==> config.mk <==
export PLATFORM = sky130hd
export DESIGN_NAME = wptr_full_flat
export DESIGN_NICKNAME = d
export VERILOG_FILES = /design/src/rtl/fifo_pkg.sv /design/src/rtl/wptr_full_if.sv /design/src/rtl/wptr_full.sv /design/src/flat_wrapper.sv
export SDC_FILE = /design/constraint.sdc
export NUM_CORES = 1
export LEC_CHECK = 0
export CAP_MARGIN = 20
export CORE_ASPECT_RATIO = 0.75
export CORE_MARGIN = 4
export CORE_UTILIZATION = 35
export DETAILED_ROUTE_END_ITERATION = 16
export PLACE_DENSITY = 0.71
export SLEW_MARGIN = 5
export SYNTH_ARGS = -nofsm -noshare
export SYNTH_HDL_FRONTEND = slang
export SYNTH_SLANG_ARGS = --single-unit
export TNS_END_PERCENT = 20
==> constraint.sdc <==
create_clock -name wclk -period 3.7 [get_ports wclk]
set_clock_uncertainty 0.2 [all_clocks]
set_input_delay 0.555 -clock wclk [delete_from_list [all_inputs] [get_ports wclk]]
set_output_delay 0.555 -clock wclk [all_outputs]
set_load 0.01 [all_outputs]
==> src/rtl/fifo_pkg.sv <==
// Shared asynchronous-FIFO definitions: default sizes and Gray/binary conversion.
package fifo_pkg;

    localparam int FIFO_ADDR_WIDTH = 4;
    localparam int FIFO_DATA_WIDTH = 8;

    // Pointers of any width up to 32 bits fit. The caller zero-extends the
    // input and truncates the result back to its own pointer width.
    localparam int FIFO_PTR_MAX = 32;

    function automatic logic [FIFO_PTR_MAX-1:0] bin2gray(input logic [FIFO_PTR_MAX-1:0] b);
        return b ^ (b >> 1);
    endfunction

    // Each binary bit is the XOR of all Gray bits at and above it.
    function automatic logic [FIFO_PTR_MAX-1:0] gray2bin(input logic [FIFO_PTR_MAX-1:0] g);
        logic [FIFO_PTR_MAX-1:0] b;
        b = g;
        for (int i = 1; i < FIFO_PTR_MAX; i++) begin
            b = b ^ (g >> i);
        end
        return b;
    endfunction

endpackage

==> src/rtl/wptr_full_if.sv <==
// Write-side FIFO bus. The producer and synchronizer side use the master
// modport and the pointer/flag controller uses the slave modport.
// Handshake: a write is taken on a wclk edge where winc=1 and wfull=0. When
// winc=1 and wfull=1 the write is dropped and recorded in woverflow. winc
// needs no hold or acknowledge beyond that single edge.
interface wptr_full_if
    import fifo_pkg::*;
#(
    parameter int ADDR_WIDTH = FIFO_ADDR_WIDTH
);
    logic                  winc;
    logic [ADDR_WIDTH:0]   wq2_rptr;
    logic [ADDR_WIDTH-1:0] waddr;
    logic [ADDR_WIDTH:0]   wptr;
    logic                  wfull;
    logic                  walmost_full;
    logic [ADDR_WIDTH:0]   wlevel;
    logic                  woverflow;

    modport master (
        output winc, wq2_rptr,
        input  waddr, wptr, wfull, walmost_full, wlevel, woverflow
    );

    modport slave (
        input  winc, wq2_rptr,
        output waddr, wptr, wfull, walmost_full, wlevel, woverflow
    );
endinterface

==> src/rtl/wptr_full.sv <==
// Write-domain pointer and full-flag controller for the asynchronous FIFO.
// It counts accepted writes and publishes a Gray write pointer. It derives
// full, almost-full, fill level and a sticky overflow flag by comparing
// against the read pointer that has already been synchronized into wclk.
module wptr_full
    import fifo_pkg::*;
#(
    parameter int ADDR_WIDTH   = FIFO_ADDR_WIDTH,
    parameter int AFULL_THRESH = 12
) (
    input logic        wclk,
    input logic        wrst_n,
    wptr_full_if.slave bus
);
    localparam int PW = ADDR_WIDTH + 1;
    localparam logic [PW-1:0] AFULL_LVL = PW'(AFULL_THRESH);

    logic [PW-1:0] wbin;
    logic [PW-1:0] wbinnext;
    logic [PW-1:0] wgraynext;
    logic [PW-1:0] rbin;
    logic [PW-1:0] level_next;
    logic          accept;
    logic          full_next;

    // Next-pointer arithmetic plus full and level compares for this cycle.
    always_comb begin
        accept     = bus.winc && !bus.wfull;
        wbinnext   = wbin + PW'(accept);
        wgraynext  = PW'(bin2gray(FIFO_PTR_MAX'(wbinnext)));
        rbin       = PW'(gray2bin(FIFO_PTR_MAX'(bus.wq2_rptr)));
        level_next = wbinnext - rbin;
        // The FIFO is full when the pointers match in the address bits but
        // differ in the wrap bit. In Gray code that means the top two bits
        // are inverted and the rest are equal.
        full_next  = (wgraynext == {~bus.wq2_rptr[ADDR_WIDTH:ADDR_WIDTH-1],
                                    bus.wq2_rptr[ADDR_WIDTH-2:0]});
    end

    // The memory writes the slot addressed before the increment.
    assign bus.waddr = wbin[ADDR_WIDTH-1:0];

    // Register the pointers and flags. Synchronous reset clears everything.
    always_ff @(posedge wclk) begin
        if (!wrst_n) begin
            wbin             <= '0;
            bus.wptr         <= '0;
            bus.wfull        <= 1'b0;
            bus.walmost_full <= 1'b0;
            bus.wlevel       <= '0;
            bus.woverflow    <= 1'b0;
        end else begin
            wbin             <= wbinnext;
            bus.wptr         <= wgraynext;
            bus.wfull        <= full_next;
            bus.walmost_full <= (level_next >= AFULL_LVL);
            bus.wlevel       <= level_next;
            bus.woverflow    <= bus.woverflow | (bus.winc && bus.wfull);
        end
    end

endmodule

==> src/flat_wrapper.sv <==
// flat-port wrapper written by rule: the top's interface ports become plain ports
module wptr_full_flat import fifo_pkg::*;
#(
    parameter int ADDR_WIDTH   = FIFO_ADDR_WIDTH,
    parameter int AFULL_THRESH = 12
)
  (wclk, wrst_n, bus_winc, bus_wq2_rptr, bus_waddr, bus_wptr, bus_wfull, bus_walmost_full, bus_wlevel, bus_woverflow);
  wptr_full_if #(.ADDR_WIDTH(ADDR_WIDTH)) bus_i ();
  input logic wclk;
  input logic wrst_n;
  input wire logic [$bits(bus_i.winc)-1:0] bus_winc;
  input wire logic [$bits(bus_i.wq2_rptr)-1:0] bus_wq2_rptr;
  output wire logic [$bits(bus_i.waddr)-1:0] bus_waddr;
  output wire logic [$bits(bus_i.wptr)-1:0] bus_wptr;
  output wire logic [$bits(bus_i.wfull)-1:0] bus_wfull;
  output wire logic [$bits(bus_i.walmost_full)-1:0] bus_walmost_full;
  output wire logic [$bits(bus_i.wlevel)-1:0] bus_wlevel;
  output wire logic [$bits(bus_i.woverflow)-1:0] bus_woverflow;
  assign bus_i.winc = bus_winc;
  assign bus_i.wq2_rptr = bus_wq2_rptr;
  assign bus_waddr = bus_i.waddr;
  assign bus_wptr = bus_i.wptr;
  assign bus_wfull = bus_i.wfull;
  assign bus_walmost_full = bus_i.walmost_full;
  assign bus_wlevel = bus_i.wlevel;
  assign bus_woverflow = bus_i.woverflow;
  wptr_full #(.ADDR_WIDTH(ADDR_WIDTH), .AFULL_THRESH(AFULL_THRESH)) u_core (.wclk(wclk), .wrst_n(wrst_n), .bus(bus_i));
endmodule
==> results.json, run 1 <==
{
  "core_um2": 2100,
  "path_cells": "clkdlybuf4s50_1 > xnor2_1 > xor2_1 > xor2_1 > xnor2_1 > ha_1 > fa_1 > nor2b_1 > o21ai_0 > nand2b_1 > xnor2_1 > and2_1",
  "firstDrtPassIters": 4,
  "die-area_um2": 3150,
  "antenna_found_initial": 0,
  "slowest_stage": "clkdlybuf4s50_1",
  "slowest_delay_ns": 0.45,
  "nets": 127,
  "slew_violations": 0,
  "hold_viol": 0,
  "grt_first_pass_wirelength_mm": 2.80,
  "rows": 14,
  "ctsHoldBuffers": 0,
  "r2r_cells": 10,
  "clock_sinks": 17,
  "hpwl_mm": 1.36,
  "synth_flop_cell": "dfxtp_1",
  "numPortBuffers": 24,
  "critical_path.top_delay_family": "XOR/XNOR gates",
  "drt_iter0_drc": 32,
  "multi_input_area_um2": 439,
  "htreeDepth": 1,
  "cts-root-buf": "clkbuf_4",
  "cp.arrival_ns": 3.11,
  "crit_top_cell": "xnor2_1",
  "start_util_pct": 38.5,
  "die_w_um": 63.5,
  "cp_max_fo": 3,
  "synthCells": 83,
  "first_global_vias": 645,
  "drive_gt1_share_pct": 7.21,
  "max_cap_viol_count": 0,
  "insertion_delay_ns": 0.29,
  "synth_fp_nets": 98,
  "min-delay-start": "u_core.bus.woverflow",
  "fmax_mhz": 320,
  "synth-seq-cells": 17,
  "netlist_area_um2": 810,
  "status": "complete, no violations",
  "synth.top_cells.by_area": "dfxtp_1, xnor2_1, ha_1, xor2_1, nor2_1",
  "yosys.area.top_type": "dfxtp_1",
  "hold_ws_ns": 0.297,
  "async_reset_ff_share_pct": 0,
  "gp_congestion": 0.851,
  "ys_warn_count": 0,
  "holdPathStages": 2,
  "fillers": 198,
  "cts.path.max_buffers": 2,
  "required_ns": 3.69,
  "r2r-start": "u_core.bus.wfull",
  "cts_resized": 0,
  "gr-usage-all-layers_pct": 11.6,
  "place_area_um2": 1080,
  "post_drt_wl_per_cell_um": 11.8,
  "final.setup.tns_ns": 0,
  "grt_overflow_total": 0,
  "tightestPinTransition_ns": 0.460,
  "fin_crit_sh_pct": 84.4,
  "synth_edf_count": 0,
  "yosysMostFrequentCell": "dfxtp_1",
  "dr_total_vias": 631,
  "cts_tree": "yes",
  "yosysSeqAreaShare_pct": 42.0,
  "slew_headroom_pct": 69.3,
  "cts_setup_buffers": 0,
  "synth_top_area_share_pct": 42.0,
  "drt-vias-per-instance": 4.67,
  "r2r_end": "u_core.bus.wlevel[4]",
  "grt_start_max_net_pins": 13,
  "clk_pin_slew_ns": 0.11,
  "setup_viol": 0,
  "fin_crit_ns": 3.12,
  "drc": 0,
  "routed_wl_mm": 1.59,
  "ant_nets": 0,
  "cp_num_buf_inv": 1,
  "hold_end": "u_core.bus.woverflow",
  "diodes": 0,
  "cts_buffers": 3,
  "powerDensity_nw_per_um2": 428,
  "start_kind": "primary input",
  "worstSetupEndpointType": "flop",
  "regArea_um2": 340,
  "path_class": "primary input to flop",
  "rrSetupSlack_ns": 1.24,
  "worstHoldPathType": "flop to flop",
  "synth_common_cells": "dfxtp_1, nor2_1, xnor2_1",
  "peakVddDrop_uv": 180,
  "avgSynthCellArea_um2": 9.75,
  "areaGrowthSynthToFinish_pct": 37.6,
  "ys_types": 23,
  "finalInstanceArea_um2": 1110,
  "p_leak_uw": 0.000472,
  "io_pins": 25,
  "rsz0062_at_grt": "no",
  "die_h_um": 49.7
}
## flip-flops by register name, summed over array words and instances, names as in the netlist
name / cells
u_core.bus.wlevel: 5
u_core.bus.wptr: 5
u_core.wbin: 4
u_core.bus.woverflow: 1
u_core.bus.walmost_full: 1
u_core.bus.wfull: 1
## worst min-delay path, stage by stage, from the launching register on
cell and delay, ns:
dfxtp_1 0.35, a21oi_1 0.05, nor2_1 0.07
## stage by stage
step	util, %	total power [µW]	cells	setup WS [ns]
after floorplan	-	309	83	0.990
after global placement	51.5	376	131	0.404
after detailed placement	51.5	383	131	0.246
after CTS	53.0	486	135	0.555
after global routing	53.0	515	135	0.334
final	53.0	477	135	0.579
## worst max path at each step
stage                                         end            start  slack, ns  cells after the start
final                        u_core.bus.wlevel[4]  bus_wq2_rptr[3]       0.58                     12
after global routing      u_core.bus.walmost_full  bus_wq2_rptr[3]       0.33                     12
after CTS                    u_core.bus.wlevel[4]  bus_wq2_rptr[3]       0.56                     12
after detailed placement     u_core.bus.wlevel[4]  bus_wq2_rptr[3]       0.25                     12
after global placement       u_core.bus.wlevel[4]  bus_wq2_rptr[3]       0.40                     12
after floorplan              u_core.bus.wlevel[4]  bus_wq2_rptr[3]       0.99                     11
## layout make-up
class                      count  area share [%]
multi-input combinational     58            39.4
tap                           24            2.70
clock buffer                   3            2.02
clock inverter                 1           0.674
timing repair buffer          25            22.2
sequential                    17            30.6
inverter                       7            2.36
## power breakdown
part / switching [µW] / internal (µW) / leakage, µW
Combinational: 75.3 / 88.6 / 0.000318
Sequential: 6.39 / 206 / 0.000140
Clock: 59.6 / 41.1 / 0.0000139
Total: 141 / 335 / 0.000472
## cell families after synthesis
logic type                 Yosys count  share of synthesized area (%)
and+or+nand+nor                     25                           14.7
buffers and inverters                8                           3.71
DFF                                 17                           42.0
adders and majority gates            7                           11.7
AOI/OAI and AO/OA                    8                           6.49
xor gates and xnor gates            18                           21.3
## placed cells by master (no fill, tap or decap)
| cell type | instances |
|---|---|
| clkdlybuf4s50_1 | 24 |
| nor2b_1 | 2 |
| and3_1 | 1 |
| ha_1 | 6 |
| a21o_1 | 1 |
| clkinvlp_4 | 1 |
| buf_4 | 1 |
| a21oi_2 | 1 |
| xnor2_1 | 10 |
| nor3_1 | 1 |
| o21ai_0 | 1 |
| and2_1 | 2 |
| o211ai_1 | 1 |
| xor2_1 | 6 |
| a21oi_1 | 3 |
| nand2b_1 | 2 |
| dfxtp_1 | 17 |
| nand3_1 | 3 |
| nand2_1 | 2 |
| nor2_1 | 11 |
| fa_1 | 1 |
| xor2_2 | 2 |
| clkbuf_4 | 3 |
| or3_1 | 1 |
| o2bb2ai_1 | 1 |
| inv_1 | 7 |
## metal layers
layer  track usage [%]  wire length, µm
met4              8.60               42
met1              13.2              734
met3              1.59               64
met5                 0                0
met2              19.6              750
Note: power is estimated with default switching activity, not from simulation.
==> run 2, diff against run 1 <==
Clock period 3.7 ns to 3.1 ns, I/O delays scaled along.
==> results.json, run 2 (synthesized netlist as in run 1, its figures left out) <==
{
  "status": "complete, no violations",
  "antenna_found_initial": 0,
  "fin_crit_ns": 2.83,
  "numPortBuffers": 24,
  "htreeDepth": 1,
  "rsz0062_at_grt": "no",
  "grt_start_max_net_pins": 13,
  "worstSetupEndpointType": "flop",
  "final.setup.tns_ns": 0,
  "clock_sinks": 17,
  "start_kind": "primary input",
  "die_w_um": 63.5,
  "drt_iter0_drc": 9,
  "rows": 14,
  "top_regs": "u_core.bus.wlevel (5), u_core.bus.wptr (5), u_core.wbin (4)",
  "power.total_uw": 578,
  "drive_gt1_share_pct": 13.4,
  "start_util_pct": 38.5,
  "peakVddDrop_uv": 185,
  "core_um2": 2100,
  "dr_total_vias": 640,
  "gp_congestion": 0.764,
  "rrSetupSlack_ns": 0.80,
  "io_pins": 25,
  "nets": 135,
  "gr-usage-all-layers_pct": 11.0,
  "drc": 0,
  "slew_headroom_pct": 75.3,
  "worstHoldPathType": "flop to flop",
  "min-delay-start": "u_core.bus.woverflow",
  "cts_buffers": 3,
  "slowest_stage": "clkdlybuf4s50_1",
  "insertion_delay_ns": 0.28,
  "grt_first_pass_wirelength_mm": 2.64,
  "cts_resized": 0,
  "p_leak_uw": 0.000516,
  "post_drt_wl_per_cell_um": 11.1,
  "place_area_um2": 1140,
  "finalNonFillerCells": 143,
  "tightestPinTransition_ns": 0.370,
  "required_ns": 3.09,
  "cts.path.max_buffers": 2,
  "firstDrtPassIters": 2,
  "finalInstanceArea_um2": 1180,
  "fin_crit_sh_pct": 91.2,
  "mostFrequentLayoutCell": "clkdlybuf4s50_1",
  "first_global_vias": 599,
  "cts_tree": "yes",
  "slowest_delay_ns": 0.46,
  "ctsHoldBuffers": 0,
  "dp_slack_ns": -0.106,
  "cts-root-buf": "clkbuf_4",
  "path_class": "primary input to flop",
  "holdPathStages": 2,
  "r2r_cells": 10,
  "slew_violations": 0,
  "powerDensity_nw_per_um2": 491,
  "hold_viol": 0,
  "layout_common_cells": "clkdlybuf4s50_1, dfxtp_1, nor2_1, xnor2_1, buf_4",
  "hpwl_mm": 1.39,
  "cts_setup_buffers": 0,
  "grt_overflow_total": 0,
  "cp.arrival_ns": 2.81,
  "diodes": 0,
  "path_cells": "clkdlybuf4s50_1 > xnor2_2 > xor2_1 > xor2_1 > xnor2_1 > ha_1 > fa_1 > nor2b_1 > o21ai_0 > nand2b_1 > xnor2_1 > and2_1",
  "dp.cells": 139,
  "fmax_mhz": 354,
  "fin_ws_ns": 0.273,
  "cp_max_fo": 2,
  "ant_nets": 0,
  "r2r-start": "u_core.bus.wfull",
  "routed_wl_mm": 1.59,
  "drt-vias-per-instance": 4.48,
  "die_h_um": 49.7,
  "cp-startpoint": "bus_wq2_rptr[3]",
  "setup_viol": 0,
  "max_cap_viol_count": 0,
  "clk_pin_slew_ns": 0.09,
  "die-area_um2": 3150,
  "areaGrowthSynthToFinish_pct": 45.4,
  "hold_end": "u_core.bus.woverflow",
  "r2r_end": "u_core.bus.wlevel[4]"
}
-- run 2: changes by cell type in the layout (fill, tap and decap cells not counted), sizes merged --
| cell | previous run | this run |
|---|---|---|
| clkinvlp | 1 | 0 |
| clkbuf | 3 | 4 |
| buf | 1 | 9 |
-- run 2: critical path, delay by kind of cell --
| kind | cells | cell delay, ns |
|---|---|---|
| AOI/OAI and AO/OA | 1 | 0.07 |
| and+or+nand+nor | 3 | 0.35 |
| adders and majority gates | 2 | 0.62 |
| xor gates and xnor gates | 5 | 0.84 |
| buffers and inverters | 1 | 0.46 |
-- run 2: metal layers --
metal	track usage (%)	share of wire, %	up-vias
met1	13.7	49	282
li1	-	-	339
met3	2.05	3.0	4
met4	6.45	2.8	0
met2	17.9	45	15
met5	0	0	-
-- run 2: area by class of cell --
class | instances | area, µm²
clock buffer | 4 | 26.3
timing repair buffer | 33 | 308
multi-input combinational | 58 | 447
tap | 24 | 30.0
fill | 193 | 925
sequential | 17 | 340
inverter | 7 | 26.3
-- run 2: worst max-delay path by stage --
stage	cells past startpoint	slack, ns	to
floorplan	11	0.48	u_core.bus.wlevel[4]
global placement	12	0.03	u_core.bus.wlevel[4]
detailed placement	12	-0.11	u_core.bus.wlevel[4]
CTS	12	0.20	u_core.bus.wlevel[4]
global route	12	0.03	u_core.bus.wlevel[4]
finish	12	0.27	u_core.bus.wlevel[4]
-- run 2: metrics by stage --
stage	hold slack (ns)	util [%]
2_1_floorplan	0.302	-
3_3_place_gp	0.249	54.4
3_5_place_dp	0.263	54.4
4_1_cts	0.282	55.7
5_1_grt	0.313	56.0
6_report	0.277	56.0
-- run 2: report_power, final --
group          switching, µW  internal [µW]
clock                   62.4           49.9
sequential              7.91            246
combinational           91.9            121
total                    162            416
==> run 3, diff against run 2 <==
Settings changed: CTS_CLUSTER_SIZE set to 28, GPL_ROUTABILITY_DRIVEN set to 1, SKIP_LAST_GASP set to 1.
==> results of run 3 <==
Final layout, timing and power as in run 2 (identical DEF).
